--- src/rtl/sram_ctrl_pkg.sv ---
// Shared types and constants for the 32-bit to 16-bit SRAM bridge (sram_ctrl).
package sram_ctrl_pkg;

  typedef enum logic [1:0] {
    IDLE = 2'd0,
    LOW  = 2'd1,
    HIGH = 2'd2,
    DONE = 2'd3
  } state_t;

  localparam logic [31:0] DEFAULT_BASE_ADDR = 32'd1024;
  localparam int unsigned SRAM_AW           = 18;
  localparam int unsigned SRAM_DW           = 16;
  localparam int unsigned WORD_IDX_W        = SRAM_AW - 1;
  localparam int unsigned CNT_W             = 4;

endpackage

--- src/rtl/sram_ctrl_wait_counter.sv ---
// Wait-state counter: counts enabled cycles, tc flags the last cycle of LIMIT.
module wait_counter
  import sram_ctrl_pkg::*;
#(
  parameter int unsigned LIMIT = 3
) (
  input  logic clk,
  input  logic rst_n,
  input  logic clear,
  input  logic enable,
  output logic tc
);

  localparam logic [CNT_W-1:0] LAST = CNT_W'(LIMIT - 1);

  logic [CNT_W-1:0] count;

  always_ff @(posedge clk) begin
    if (!rst_n) begin
      count <= '0;
    end else if (clear) begin
      count <= '0;
    end else if (enable) begin
      count <= count + 1'b1;
    end
  end

  assign tc = (count == LAST);

endmodule

--- src/rtl/sram_ctrl.sv ---
// Splits 32-bit MEM-stage loads/stores into two 16-bit SRAM half accesses.
// Optional macro ALIGN_CHECK_EN adds the err port and misaligned-request bypass.
module sram_ctrl
  import sram_ctrl_pkg::*;
#(
  parameter logic [31:0] BASE_ADDR   = DEFAULT_BASE_ADDR,
  parameter int unsigned WAIT_STATES = 3
) (
  input  logic               clk,
  input  logic               rst_n,
  input  logic               mem_r_en,
  input  logic               mem_w_en,
  input  logic [31:0]        address,
  input  logic [31:0]        wdata,
  output logic [31:0]        rdata,
  output logic               ready,
  output logic [SRAM_AW-1:0] sram_addr,
  output logic [SRAM_DW-1:0] sram_wdata,
  input  logic [SRAM_DW-1:0] sram_rdata,
  output logic               sram_we_n,
  output logic               sram_oe_n
`ifdef ALIGN_CHECK_EN
  ,
  output logic               err
`endif
);

  state_t                state, state_next;
  logic                  op_write;
  logic [31:0]           addr_q;
  logic [31:0]           wdata_q;
  logic                  req;
  logic                  tc;
  logic                  cnt_clear;
  logic                  cnt_en;
  logic [WORD_IDX_W-1:0] word_index;
  logic                  bad_align;

  assign req        = mem_r_en | mem_w_en;
  assign word_index = WORD_IDX_W'((addr_q - BASE_ADDR) >> 2);

`ifdef ALIGN_CHECK_EN
  logic misaligned_q;
  assign bad_align = (address[1:0] != 2'b00);
  assign err       = (state == DONE) && misaligned_q;
`else
  assign bad_align = 1'b0;
`endif

  always_ff @(posedge clk) begin
    if (!rst_n) begin
      state    <= IDLE;
      op_write <= 1'b0;
      addr_q   <= '0;
      wdata_q  <= '0;
      rdata    <= '0;
`ifdef ALIGN_CHECK_EN
      misaligned_q <= 1'b0;
`endif
    end else begin
      state <= state_next;
      if (state == IDLE && req) begin
        op_write <= mem_w_en;
        addr_q   <= address;
        wdata_q  <= wdata;
`ifdef ALIGN_CHECK_EN
        misaligned_q <= bad_align;
`endif
      end
      // Each half is sampled on the final wait-state cycle of its phase.
      if (!op_write && tc) begin
        if (state == LOW)  rdata[15:0]  <= sram_rdata;
        if (state == HIGH) rdata[31:16] <= sram_rdata;
      end
    end
  end

  always_comb begin
    state_next = state;
    ready      = 1'b0;
    sram_addr  = '0;
    sram_wdata = '0;
    sram_we_n  = 1'b1;
    sram_oe_n  = 1'b1;
    unique case (state)
      IDLE: begin
        ready = !req;
        if (req) state_next = bad_align ? DONE : LOW;
      end
      LOW: begin
        sram_addr  = {word_index, 1'b0};
        sram_we_n  = !op_write;
        sram_oe_n  = op_write;
        sram_wdata = op_write ? wdata_q[15:0] : '0;
        if (tc) state_next = HIGH;
      end
      HIGH: begin
        sram_addr  = {word_index, 1'b1};
        sram_we_n  = !op_write;
        sram_oe_n  = op_write;
        sram_wdata = op_write ? wdata_q[31:16] : '0;
        if (tc) state_next = DONE;
      end
      DONE: begin
        ready      = 1'b1;
        state_next = IDLE;
      end
      default: state_next = IDLE;
    endcase
  end

  // Clearing on any state change restarts the count at entry to LOW and HIGH.
  assign cnt_clear = (state_next != state);
  assign cnt_en    = (state == LOW) || (state == HIGH);

  wait_counter #(
    .LIMIT(WAIT_STATES)
  ) u_wait_counter (
    .clk   (clk),
    .rst_n (rst_n),
    .clear (cnt_clear),
    .enable(cnt_en),
    .tc    (tc)
  );

endmodule

--- config.mk ---
export PLATFORM = sky130hd
export DESIGN_NAME = sram_ctrl
export DESIGN_NICKNAME = d
export VERILOG_FILES = /design/src/rtl/sram_ctrl_pkg.sv /design/src/rtl/sram_ctrl_wait_counter.sv /design/src/rtl/sram_ctrl.sv
export SDC_FILE = /design/constraint.sdc
export NUM_CORES = 1
export LEC_CHECK = 0
export CAP_MARGIN = 0
export CORE_UTILIZATION = 33
export CTS_BUF_LIST = sky130_fd_sc_hd__clkbuf_16
export DETAILED_ROUTE_END_ITERATION = 16
export GPL_ROUTABILITY_DRIVEN = 0
export MAX_ROUTING_LAYER = met4
export PLACE_DENSITY = 0.73
export SLEW_MARGIN = 20
export SYNTH_ARGS = -nofsm -noshare
export SYNTH_HDL_FRONTEND = slang
export SYNTH_SLANG_ARGS = --single-unit
--- constraint.sdc ---
create_clock -name clk -period 4.8 [get_ports clk]
set_input_delay 0.96 -clock clk [delete_from_list [all_inputs] [get_ports clk]]
set_output_delay 0.96 -clock clk [all_outputs]
set_load 0.005 [all_outputs]
== After elaboration in Yosys (flattened, before gate mapping) ==
Cells that the tools add are included.
Word-level totals
  flip-flop bits (word level): 90
  input port bits: 84
  output and inout port bits: 69
  word-level logic and storage cells: 37
Cells by class
  add/sub/neg operators: 2
  equal/unequal tests: 5
  mux-type cells: 11
  bitwise gates (word level): 2
  reduce and logical (&&, ||, !) cells: 10
Operators by type and width (number)
  one-hot mux 18 bit (2 select lines): 1
  two-way mux 16 bit: 2
  one-hot mux 16 bit (2 select lines): 1
  subtractor 19 x 11 -> 19 bit, second input constant: 1
  one-hot mux 2 bit (4 select lines): 1
  two-way mux 2 bit: 3
  adder 4 x 1 -> 4 bit, second input constant: 1
  equality test 2 bit, second input constant: 2
  equality test 4 x 2 -> 1 bit, second input constant: 1
  AND reduction 2 bit: 2
  OR reduction 2 bit: 2
  equality test 2 x 1 -> 1 bit, second input constant: 1
  logical AND 1 bit: 2
  logical NOT 1 bit: 2
  logical NOT 2 bit: 1
  two-way mux 1 bit: 2
  inequality test 2 bit: 1
  one-hot mux 1 bit (2 select lines): 1
  logical OR 1 bit: 1
  NOT 1 bit: 1
  OR 1 bit: 1

== Logic depth before layout (Yosys ltp) ==
Gate-level depths: netlist (run 1).
  depth in word-level cells: 5
  depth in mapped cells: 7
  mapped depth without buffers: 6

== Modules after synthesis ==
From an unflattened synthesis (run 1), not the netlist that was laid out.
Second synthesis, totals
  cell total of the unflattened synthesis: 485
  area total of the unflattened synthesis: 3693.5 um^2
Modules (own cells, without submodules)
  sram_ctrl: times used 1, cells an instance 465, area an instance 3492.1 um^2, seq. area each 1681.6 um^2
  wait_counter: times used 1, cells an instance 20, area an instance 201.4 um^2, seq. area each 80.1 um^2

== Worst setup path before layout (run 1) ==
OpenSTA, ideal clock, no wires.
  kind: flip-flop to output port
  start point: reg state[1]
  end point: out sram_wdata[0]
  arrival: 1645 ps
  data required time: 3840 ps
  slack: 2195 ps
  cell stages (with the launch flop): 7
  path buffers: 2
  cell sequence: dfxtp_1 inv_1 ha_1 clkbuf_1 nand2_1 clkbuf_1 nor2_1
On the way
  longest elaborated chain between the ends: 2
  elaborated cells on any way between the ends: 3
  classes of those cells: 2 x eq/ne; 1 x mux
Ends and longest elaborated chain
  start: declaration: RTL line sram_ctrl.sv:28  | state_t state, state_next;
  start signal: assignment: RTL line sram_ctrl.sv:61  | state <= state_next;
  equality test 2 bit or equality test 2 x 1 -> 1 bit (tied branches): RTL line sram_ctrl.sv:85  | unique case (state)
  one-hot mux 16 bit (2 select lines) *: RTL line sram_ctrl.sv:85
  end: declaration: RTL line sram_ctrl.sv:18  | output logic [SRAM_DW-1:0] sram_wdata,
Mark *: on every way between the ends. The rest lies on a longest branch, timed or not.

== Final worst setup path (run 1) ==
  start point: reg state[0]
  end point: out sram_addr[12]
On the way
  longest elaborated chain between the ends: 2
  elaborated cells on any way between the ends: 3
  classes of those cells: 2 x eq/ne; 1 x mux
Ends and longest elaborated chain
  equality test 2 bit or equality test 2 x 1 -> 1 bit (tied branches): RTL line sram_ctrl.sv:85
  one-hot mux 18 bit (2 select lines) *: RTL line sram_ctrl.sv:85
  end: declaration: RTL line sram_ctrl.sv:17  | output logic [SRAM_AW-1:0] sram_addr,
Marks and branches as above.

==> reports/metrics.csv, run 1 <==
metric,value,unit
outcome,"finished, final reports clean",
seq_power_share,42.0,%
routed.top_layer,met4,
htreeDepth,3,
avgSynthCellArea,8.127,µm²
hold_viol,0,
clockPowerShare,35.8,%
p_sw_share,27.45,%
drive_gt1_share,4.216,%
cts_resized,0,
finClkSkew,3.576,ps
muxShareOfSynthArea,8.717,%
core_area,11030,µm²
combPwrFrac,22.2,%
intPower,1.445,mW
syn-cell-area,3804,µm²
cp_data_required_time,3840,ps
vias,3556,
die_x,109.4,µm
hold_class,flop to flop,
maxCapViolations,0,
path_class,flop to output pin,
syn_inst,468,
wl_per_cell,13.60,µm
timing.hold.ws,453.5,ps
antenna_found_initial,0,
ys.flop_type,dfxtp_1,
drt-initial-drc-count,137,
n_antenna_cell,0,
grt_pass1_wl,15440,µm
end_kind,output pin,
synth_cell_types,38,
viasPerCell,4.851,
synth_most_common_cell,nand2_1,
drcViolationCount,0,
rsz0062_at_grt,false,
fill_cells,1080,
cts_num_sinks,88,
synth_fa_ha_area_share,2.961,%
relSlewSlack,30.44,%
async_flop_share,0,%
critPathMaxStageDelay,830,ps
fin_crit_sh,80.69,%
grt_pass1_vias,3394,
ant_nets,0,
overflow,0,
worst_pin_slew,1041,ps
wl_met2,5116,µm
numCtsBuffers,9,
clock_path_buffers,2,
dpl.hpwl,7102,µm
die_h,109.4,µm
path_cells,"inv_1, ha_1, o21ai_1, a21oi_1, clkdlybuf4s50_1",
synth_top_area_share,46.32,%
power.density,356.8,nW/µm²
start_util,34.48,%
ios,153,
vdd_ir_drop_max,0.1963,mV
area_growth,46.74,%
drt-pass1-iter-count,4,
yosys_warnings,0,
power_switching,0.5468,mW
cp_num_buf_inv,2,
cts_tree,yes,
p_leak,2.292,nW
wl,9969,µm
max_freq,258.2,MHz
clk_latency,330,ps
synth_top_family_by_area,simple AND/OR/NAND/NOR gates,
seq_area_frac_synth,46.32,%
portBuffers,137,
clkTransAtPathRegs,60,ps
synth-simple-area-share,23.26,%
cp-start-kind,flop,
cp_top_family,adder cells,
yosys.area_share.xor_xnor,1.612,%
wirelength_met1,4180,µm
wl_met3,435,µm
cts_setup_buffers,0,
synth_edf_count,0,
fp.dieArea,11960,µm²
grt_start_max_net_pins,54,
slowest_stage,ha_1,
ys_top_cells_by_count,"155 x nand2_1, 88 x dfxtp_1, 55 x a21oi_1, 32 x mux2i_1, 32 x nor2_1",
fin_crit,3873,ps
nNetsFinal,683,
track_usage,17.01,%
syn-num-nets,561,
synth_area_leader_cell,dfxtp_1,
synth-seq-cells,88,
setup_violations,0,
synth_area_leaders,"dfxtp_1 46%, nand2_1 15%, mux2i_1 8.4%",
synth_compound_area_share,13.13,%
clockRootBuffer,clkbuf_16,
final_util,50.60,%
tns,0,ps
path_max_fanout,24,
ctsHoldBuffers,0,
slew_viol_final,0,
arrival,2910,ps
num_rows,38,
## worst paths after layout
check | from | slack [ps] | cells after the start | to
worst max-delay path | state[0] | 930 | 5 | sram_addr[12]
worst max register to register | state[0] | 2490 | 6 | u_wait_counter.count[3]
worst min-delay path | addr_q[9] | 450 | 2 | addr_q[9]
worst min register to register | addr_q[9] | 450 | 2 | addr_q[9]
## cells in the final DEF, fill, tap and decap left out, types with 2 or more instances in the layout
cell type        netlist  layout
xnor2_1                3       3
dfxtp_1               88      88
inv_1                  5       6
mux2i_1               32      32
buf_4                  0       2
nand2_1              155     155
nor2_1                32      32
nand2_4                2       2
clkbuf_16              0       9
xor2_1                 4       4
ha_1                   9       9
o31ai_1                2       2
bufinv_16              0       2
a22oi_1               16      16
a21oi_1               55      55
nand2b_1               3       3
and2_1                 8       8
o211ai_1               2       2
a211oi_1               3       3
clkdlybuf4s50_1        0     137
## metal layers
layer	global-route usage, %	vias up
met5	-	-
met3	2.667	19
li1	-	1792
met1	19.18	1654
met4	8.000	0
met2	29.47	91
## final cells by class
class                           count  area, µm²  share of cell area [%]
Tap cell                          140      175.2                   3.138
Clock inverter                      5      75.07                   1.345
Sequential cell                    88       1762                   31.56
Inverter                            6      22.52                  0.4035
Clock buffer                        9      225.2                   4.035
Timing Repair Buffer              140       1414                   25.33
Multi-Input combinational cell    345       1908                   34.19
## kinds of logic (layout without fill, tap and decap cells)
family                     after synthesis  in the layout
and+or+nand+nor                        211            211
DFF                                     88             88
AOI/OAI and AO/OA                       85             85
buffers and inverters                   35            160
muxes                                   33             33
adders and majority gates                9              9
xor gates and xnor gates                 7              7
## worst register-to-register path, stage by stage (launching register included)
cell,delay (ps)
dfxtp_1,350
inv_1,170
ha_1,830
nor3b_1,100
a2111o_1,410
a22o_1,250
nor2_1,120
## power by group through the flow
| stage | registers, mW | logic (mW) | clock network [mW] |
|---|---|---|---|
| 3_5_place_dp | 0.852 | 0.431 | 0 |
| 4_1_cts | 0.837 | 0.433 | 0.735 |
| 2_1_floorplan | 0.843 | 0.274 | 0 |
| 3_3_place_gp | 0.848 | 0.423 | 0 |
| 5_1_grt | 0.845 | 0.489 | 0.761 |
| 6_report | 0.837 | 0.441 | 0.713 |
## state kept, by name, indices dropped and copies added, names as in the netlist
| register | flops |
|---|---|
| u_wait_counter.count | 4 |
| wdata_q | 32 |
| op_write | 1 |
| addr_q | 17 |
| rdata | 32 |
| state | 2 |
## metrics by stage
stage / area (µm²) / total power [mW] / instances / setup WS (ps)
6_report: 5582 / 1.992 / 733 / 927.1
5_1_grt: 5582 / 2.095 / 733 / 792.7
4_1_cts: 5554 / 2.005 / 732 / 866.6
3_5_place_dp: 5254 / 1.283 / 718 / 1209
3_3_place_gp: 5254 / 1.271 / 718 / 1244
2_1_floorplan: 3804 / 1.117 / 468 / 2195
Note: power is estimated with default switching activity, not from simulation.
==> inputs of run 2 (changes only) <==
Clock period 4.8 ns to 3.7 ns, I/O delays scaled along.
==> run 2 against run 1 <==
  * Clock power grew 22%
  * Utilization decreased by 0.18 points
  * First-iteration DRC count grew 44%
  * Via count down 0.11%
  * Die area stayed put
  * Global-route usage grew 0.45 points
  * Clock-buffer cell count is the same
  * Worst hold slack worse by 4.3 ps
  * Critical path type unchanged
  * Largest power group unchanged
==> reports/metrics.csv, run 2 (synthesized netlist as in run 1, its figures left out) <==
metric,value,unit
track_usage,17.46,%
tns,0,ps
worstReg2RegStart,state[1],
p_sw_share,28.51,%
vdd_ir_drop_max,0.2206,mV
fin_crit_sh,93.72,%
fp.dieArea,11960,µm²
critPathMaxStageDelay,540,ps
clk_latency,330,ps
fin_crit,3468,ps
intPower,1.800,mW
outcome,"finished, final reports clean",
num_rows,38,
r2r_setup_slack,1770,ps
maxCapViolations,0,
nNetsFinal,686,
setup_violations,0,
viasPerCell,4.820,
arrival,2730,ps
numCtsBuffers,9,
drive_gt1_share,4.858,%
grt_pass1_vias,3427,
area_growth,46.22,%
portBuffers,137,
antenna_found_initial,0,
cp.depth,5,
rsz0062_at_grt,false,
finClkSkew,6.550,ps
largestRegisters,"rdata: 32 flops, wdata_q: 32 flops, addr_q: 17 flops",
grt_start_max_net_pins,53,
drt-initial-drc-count,197,
combPwrFrac,22.4,%
path_cells,"inv_1, ha_1, nand2_1, nor2_1, clkdlybuf4s50_1",
slew_viol_final,0,
cts_num_sinks,88,
clockRootBuffer,clkbuf_16,
drt-pass1-iter-count,4,
die_x,109.4,µm
core_area,11030,µm²
cts_resized,0,
n_antenna_cell,0,
r2r_end,u_wait_counter.count[0],
slowest_stage,clkdlybuf4s50_1,
worst_pin_slew,752.6,ps
die_h,109.4,µm
hold_class,flop to flop,
relSlewSlack,49.64,%
path_class,flop to output pin,
cp_data_required_time,2960,ps
htreeDepth,3,
cts_tree,yes,
end_kind,output pin,
vias,3552,
drcViolationCount,0,
path_max_fanout,17,
cp_num_buf_inv,2,
cp-start-kind,flop,
clock_path_buffers,2,
max_freq,288.4,MHz
cts_setup_buffers,0,
power_switching,0.7177,mW
wl_per_cell,13.57,µm
dpl.hpwl,7212,µm
place_ws,517.1,ps
startpoint,state[1],
power.density,452.7,nW/µm²
clkTransAtPathRegs,60,ps
clockPowerShare,34.5,%
seq_power_share,43.1,%
reg2reg_depth,6,
layout_commonest_cell,nand2_1,
overflow,0,
wl,9998,µm
layout_common_cells,"155 x nand2_1, 137 x clkdlybuf4s50_1, 88 x dfxtp_1",
ios,153,
timing.hold.ws,449.2,ps
start_util,34.48,%
crit_path_end,sram_wdata[6],
fin_ws,232.3,ps
cp_top_family,simple AND/OR/NAND/NOR gates,
ant_nets,0,
hold_viol,0,
ctsHoldBuffers,0,
p_leak,2.297,nW
grt_pass1_wl,15750,µm
## run 2: tightest hold or removal path, stage by stage (launching register included)
cell and delay, ps:
dfxtp_1 300, nand2_1 50, a21oi_1 50
## run 2: worst min path at each step
stage / startpoint / to / slack, ps / depth (start not counted)
2_1_floorplan: addr_q[2] / addr_q[2] / 430 / 2
3_3_place_gp: addr_q[5] / addr_q[5] / 440 / 2
3_5_place_dp: addr_q[6] / addr_q[6] / 440 / 2
4_1_cts: addr_q[6] / addr_q[6] / 450 / 2
5_1_grt: wdata_q[18] / wdata_q[18] / 470 / 2
6_report: addr_q[6] / addr_q[6] / 450 / 2
## run 2: metal layers
layer / vias up / GRT usage (%) / share of wire, %
met1: 1646 / 19.97 / 43
li1: 1801 / - / -
met5: - / - / 0
met3: 11 / 2.667 / 4.7
met4: 0 / 8.952 / 1.8
met2: 94 / 29.60 / 51
## run 2: cell type report
type                    instances  area, µm²
multi-input cells             345       1908
inverters                       6      22.52
flip-flops and latches         88       1762
fillers                      1083       5469
repair buffers                143       1416
clock buffers                   9      225.2
clock inverters                 6      52.55
well taps                     140      175.2
## run 2: power groups by stage
stage / Clock, mW / Combinational, mW / Sequential [mW]
after floorplan: 0 / 0.356 / 1.09
after global placement: 0 / 0.559 / 1.10
after detailed placement: 0 / 0.572 / 1.10
after CTS: 0.888 / 0.574 / 1.08
after global routing: 0.933 / 0.632 / 1.09
final: 0.868 / 0.565 / 1.08
## run 2: per-stage QoR
stage	utilization (%)	cell area, µm²	power (mW)	cells
after floorplan	-	3804	1.449	468
final	50.42	5562	2.518	737
after global placement	47.90	5284	1.660	722
after global routing	50.42	5562	2.659	737
after CTS	50.42	5562	2.546	737
after detailed placement	47.90	5284	1.676	722
